`src/rtl/inst_fetch.sv`:
```
// Instruction-fetch stage: owns the PC, addresses the combinational instruction ROM
// and fills the IF/ID pipeline register, with stall, redirect/flush and halt handling.
module inst_fetch #(
  parameter logic [31:0] RESET_PC  = 32'h0000_0000,
  parameter int          ADDR_W    = 10,
  parameter logic [31:0] HALT_INST = 32'hFFFF_FFFF
) (
  input  logic              clk,
  input  logic              rst_n,
  output logic [ADDR_W-1:0] rom_addr,
  input  logic [31:0]       rom_rdata,
  input  logic              stall,
  input  logic              redirect,
  input  logic [31:0]       redirect_pc,
  output logic [31:0]       pc,
  output logic [31:0]       if_inst,
  output logic [31:0]       if_pc,
  output logic              if_valid,
  output logic              halted,
  output logic              misalign
);

  typedef enum logic [1:0] {
    BOOT,
    RUN,
    HALT
  } state_t;

  state_t      state;
  logic [31:0] redirect_tgt;
  logic        redirect_bad;

  // The ROM sees the word index of the PC only; high PC bits beyond the ROM simply wrap.
  assign rom_addr     = pc[ADDR_W+1:2];
  assign redirect_tgt = {redirect_pc[31:2], 2'b00};
  assign redirect_bad = |redirect_pc[1:0];

  // NOTE: all state lives in one clocked block with non-blocking assignments, so every
  // branch reads the pre-edge values and unassigned registers simply hold.
  always_ff @(posedge clk or negedge rst_n) begin
    if (!rst_n) begin
      state    <= BOOT;
      pc       <= RESET_PC;
      if_inst  <= 32'h0;
      if_pc    <= 32'h0;
      if_valid <= 1'b0;
      halted   <= 1'b0;
      misalign <= 1'b0;
    end else begin
      case (state)
        // One idle cycle so the ROM output for RESET_PC is settled before first capture.
        BOOT: state <= RUN;

        RUN: begin
          if (redirect) begin
            pc       <= redirect_tgt;
            if_valid <= 1'b0;
            if (redirect_bad) misalign <= 1'b1;
          end else if (!stall) begin
            if_inst  <= rom_rdata;
            if_pc    <= pc;
            if_valid <= 1'b1;
            if (rom_rdata == HALT_INST) begin
              state  <= HALT;
              halted <= 1'b1;
            end else begin
              pc <= pc + 32'd4;
            end
          end
        end

        // Only a redirect restarts fetch; the halt word itself already went downstream.
        HALT: begin
          if_valid <= 1'b0;
          if (redirect) begin
            pc     <= redirect_tgt;
            halted <= 1'b0;
            state  <= RUN;
            if (redirect_bad) misalign <= 1'b1;
          end
        end

        default: state <= BOOT;
      endcase
    end
  end

endmodule
```
`config.mk`:
```
export PLATFORM = sky130hd
export DESIGN_NAME = inst_fetch
export DESIGN_NICKNAME = d
export VERILOG_FILES = /design/src/rtl/inst_fetch.sv
export SDC_FILE = /design/constraint.sdc
export NUM_CORES = 1
export LEC_CHECK = 0
export BUFFER_PORTS_ARGS = -buffer_cell sky130_fd_sc_hd__buf_2
export CAP_MARGIN = 10
export CORE_UTILIZATION = 45
export DETAILED_ROUTE_END_ITERATION = 10
export PLACE_DENSITY = 0.72
export SETUP_SLACK_MARGIN = 0.15
export SYNTH_ARGS = -nofsm -noshare
export SYNTH_HDL_FRONTEND = slang
export SYNTH_SLANG_ARGS = --single-unit
```
`constraint.sdc`:
```
create_clock -name clk -period 2.5 [get_ports clk]
set_input_delay 0.125 -clock clk [delete_from_list [all_inputs] [get_ports clk]]
set_output_delay 0.125 -clock clk [all_outputs]
set_load 0.05 [all_outputs]
```
## Word-level counts from Yosys, hierarchy flattened

Index checks and enable logic that the tools add are counted.

- Reductions and logical operators: 10
- Mux-type cells: 18
- Bitwise operators: 2
- Add/sub/neg operators: 1
- Equal/unequal tests: 9

Operators with widths:

| operator | number |
|---|---|
| two-way mux 32 bit | 4 |
| one-hot mux 32 bit (2 select lines) | 1 |
| adder 32 x 3 -> 32 bit (second input constant) | 1 |
| equality test 32 bit (second input constant) | 1 |
| two-way mux 2 bit | 4 |
| inequality test 2 bit (second input constant) | 4 |
| AND reduction 4 bit | 2 |
| two-way mux 1 bit | 6 |
| inequality test 3 bit (second input constant) | 2 |
| one-hot mux 2 bit (3 select lines) | 1 |
| AND reduction 3 bit | 2 |
| AND reduction 5 bit | 1 |
| one-hot mux 1 bit (2 select lines) | 2 |
| OR reduction 2 bit | 2 |
| equality test 2 x 1 -> 1 bit (second input constant) | 1 |
| equality test 2 bit (second input constant) | 1 |
| logical NOT 2 bit | 1 |
| inverter 1 bit | 2 |
| AND reduction 2 bit | 1 |
| nonzero test 2 bit | 1 |

- Input bits: 68
- Register bits: 101

## Logic depth before layout (Yosys ltp)

- Depth in word-level cells: 5
- Mapped depth: 9
- Gate-level depth less buffers: 7

## Least setup slack after synthesis

Ideal clock, no wire load.

- Kind: register to register
- From: register pc[3]
- To: register pc[30]
- Library setup time: 66 ps
- Arrival time: 2485 ps
- Required time: 2434 ps
- Setup slack: -50 ps
- Period minus slack after synthesis: 2550 ps
- Stages on the path, launching flop included: 7
- Cell sequence: dfrtp_1 -> ha_1 -> nand3_1 -> or4_1 -> or4_1 -> a211oi_1 -> o22a_1

- Longest elaborated chain between the ends: 5

Ends and longest elaborated chain:

| item | RTL line | RTL |
|---|---|---|
| start, declared | 15 | `output logic [31:0] pc,` |
| start signal, assigned | 56 | `pc <= redirect_tgt;` |
| start signal, assigned | 67 | `pc <= pc + 32'd4;` |
| start signal, assigned | 76 | `pc <= redirect_tgt;` |
| adder 32 x 3 -> 32 bit | 67 |  |
| two-way mux 32 bit | 63 | `if (rom_rdata == HALT_INST) begin` |
| two-way mux 32 bit | 59 | `end else if (!stall) begin` |
| two-way mux 32 bit | 55 | `if (redirect) begin` |
| one-hot mux 32 bit (2 select lines) | 50 | `case (state)` |

No other way between the ends. The select of a mux whose other input is x is not followed.
A chain may end at the register's enable or synchronous reset.

## Final worst setup path

- From: register pc[3]
- To: register pc[28]

The elaborated chain is that of the path after synthesis.

==> results.txt <==
Total routed wirelength = 12,300 um
CTS buffer count = 9
# IOs = 177
Async S/R FF share, synth = 100%
Final core utilization = 61.0%
Post-synth top area share = 51.8%
Final Setup Violations = 0
Buf/Inv on CP = 1
Setup CP Type = flop to flop
Syn Area/Cell = 10.9 sq um
Ordered cell list for the critical path = ha_4 -> nand3_1 -> or4_1 -> buf_4 -> nor4_1 -> a32o_1 -> a22oi_1
Slowest-stage cell, CP = or4_1
CTS Sinks = 97
Clk buf depth = 2
EDFF count, synth = 0
Crit end category = flop
Row cnt = 36
Routed vias/inst = 5.56
Final ANT Viol Nets = 0
LEAKAGE = 2.72 nW
Crit path max-delay family = simple AND/OR/NAND/NOR gates
Grt total ovfl = 0
Startpoint types = flop
Core area = 9910 sq um
Synthesis-to-finish area growth = 29.0%
Fin crit share = 88.3%
Fin Setup TNS = 0 ns
Final Hold Viols = 0
#FFs+latches synth = 97
Post-synthesis sequential area ratio = 51.8%
Fin. max-slew vios = 0
Unique masters post-synth = 44
Layout Skew = 0.0105 ns
Share of layout cells above drive strength 1 = 46.5%
First-pass GRT wire length = 20,000 um
Worst slew pin tran = 0.652 ns
Number of DRC markers in iteration 0 = 208
Clock-pin slew on the worst setup and hold paths = 0.09 ns
Req. time, crit path = 2.72 ns
Dpl hpwl = 8870 um
Drt drc = 0
Hold Path Class = input port to flop
Cells after synthesis = 430
Die W = 104 um
DIE HEIGHT = 104 um
RSZ-0062 raised after global routing = no
Max Fclk = 0.453 GHz
Slew headroom = 56.5%
Peak VDD IR = 0.446 mV
DR pass1 iterations = 4
Antenna violations before repair = 0
Dpl cell area = 5690 sq um
WP data arrival = 2.42 ns
Htree depth = 3
Synthesized area = 4680 sq um
Per-cell routed wire length = 16.5 um
Vias in the first global route = 3,920
Port bufs = 172
Max-cap violation count = 0
Top cells by count, synth = dfrtp_1 (97), mux2_2 (62), nand2_1 (28)
Synth warn = 0
Count leader, synth = dfrtp_1
Run status = completed
Ys flop type = dfrtp_1
Slowest stage delay, CP = 0.53 ns
Initial cell density of the core = 47.3%
DR vias = 4,130
Design Area, Final = 6040 sq um
Placer Congestion = 0.857
Minimum clock period after layout = 2.21 ns
# nets final = 676
Area contributors post-synth = dfrtp_1 (52%), mux2_2 (15%), a31oi_1 (3.3%)
Area leader, netlist = dfrtp_1
CTS tree = done
Root buffer cell = clkbuf_8
Power Density = 869 nW/um^2
Max FO, Critical Path = 11
Gr usage total = 22.8%
Clk Latency, worst-skew pair = 0.36 ns
Largest net degree at the start of global routing = 51
Area of the die = 10,800 sq um
-- cell families after synthesis --
| kind of cell | synth area share (%) |
|---|---|
| AO/OA/AOI/OAI | 15.2 |
| adder cells (fa/ha/maj) | 1.07 |
| buffers and inverters | 5.85 |
| flip-flops | 51.8 |
| multiplexers | 14.9 |
| other | 0.0801 |
| AND/OR/NAND/NOR | 11.1 |
-- worst paths after layout --
check                                startpoint                 endpoint  slack, ns  depth (start not counted)
max                           pc[3]$_DFFE_PN0P_       pc[28]$_DFFE_PN0P_       0.29                          7
min                               rom_rdata[30]  if_inst[30]$_DFFE_PN0P_      0.006                          2
max reg2reg                   pc[3]$_DFFE_PN0P_       pc[28]$_DFFE_PN0P_       0.29                          7
min reg2reg                misalign$_DFFE_PN0P_     misalign$_DFFE_PN0P_       0.48                          1
max in group asynchronous                 rst_n       pc[10]$_DFFE_PN0P_       1.48                          3
min in group asynchronous                 rst_n       pc[23]$_DFFE_PN0P_       0.32                          2
-- final cells by class --
cell class	instances	area [sq um]
antenna	1	2.50
clock buffer	11	141
clock inverter	5	103
fill	839	3870
inverter	16	60.1
multi-input combinational	280	2020
sequential	97	2430
tap	133	166
timing repair buffer	200	1110
-- registers in the layout, summed over array words and instances, names as in the netlist --
signal	count
if_valid	1
if_inst	32
misalign	1
if_pc	30
halted	1
pc	30
state	2
-- metrics by stage --
step / instances / total power [mW] / hold WS, ns / setup slack [ns]
after floorplan: 433 / 3.53 / -0.171 / 0.158
after global placement: 716 / 4.00 / 0.184 / 0.248
after detailed placement: 716 / 4.03 / 0.190 / 0.110
after CTS: 741 / 5.27 / 0.000157 / 0.246
after global routing: 742 / 5.46 / 0.0000452 / 0.185
final: 743 / 5.25 / 0.00586 / 0.292
-- layer usage --
layer / part of all wire, % / track usage, % / up-vias
met5: 0 / 0 / -
met4: 1.4 / 7.55 / 0
met3: 7.2 / 4.82 / 15
met2: 47 / 36.4 / 184
met1: 45 / 31.1 / 1994
li1: - / - / 1937
-- repair_timing --
| item | in CTS | in global routing |
|---|---|---|
| hold buffers | 9 | 0 |
| endpoints found under the setup margin | 13 | 1 |
| buffers inserted | 0 | 1 |
| endpoints found under the hold margin | 57 | 0 |
| gates resized for setup | 1 | 0 |
-- placed cells by master (no fill, tap or decap), drive strengths merged, types with 2 or more instances in the layout --
cell type | Yosys | layout
a211oi | 3 | 3
a21oi | 26 | 26
a31oi | 25 | 25
a41oi | 2 | 2
and3 | 2 | 2
and4 | 4 | 4
buf | 16 | 191
bufinv | 0 | 3
clkbuf | 24 | 11
conb | 1 | 4
dfrtp | 97 | 97
dlygate4sd3 | 0 | 9
ha | 4 | 4
inv | 16 | 16
mux2 | 62 | 62
nand2 | 28 | 28
nand3 | 15 | 15
nand4 | 13 | 13
nor2 | 9 | 9
nor3 | 7 | 7
nor4 | 2 | 2
o21ai | 19 | 19
o21bai | 2 | 2
o22a | 5 | 5
o22ai | 14 | 14
o31ai | 9 | 9
or2 | 4 | 4
or3 | 4 | 4
or4 | 6 | 6
-- where the power goes --
part,switching [mW],leakage [nW],internal [mW]
Clock,0.552,0.120,0.691
Combinational,1.46,1.51,0.519
Sequential,0.196,1.09,1.83
Total,2.21,2.72,3.04
Power figures use the tool's default switching activity.
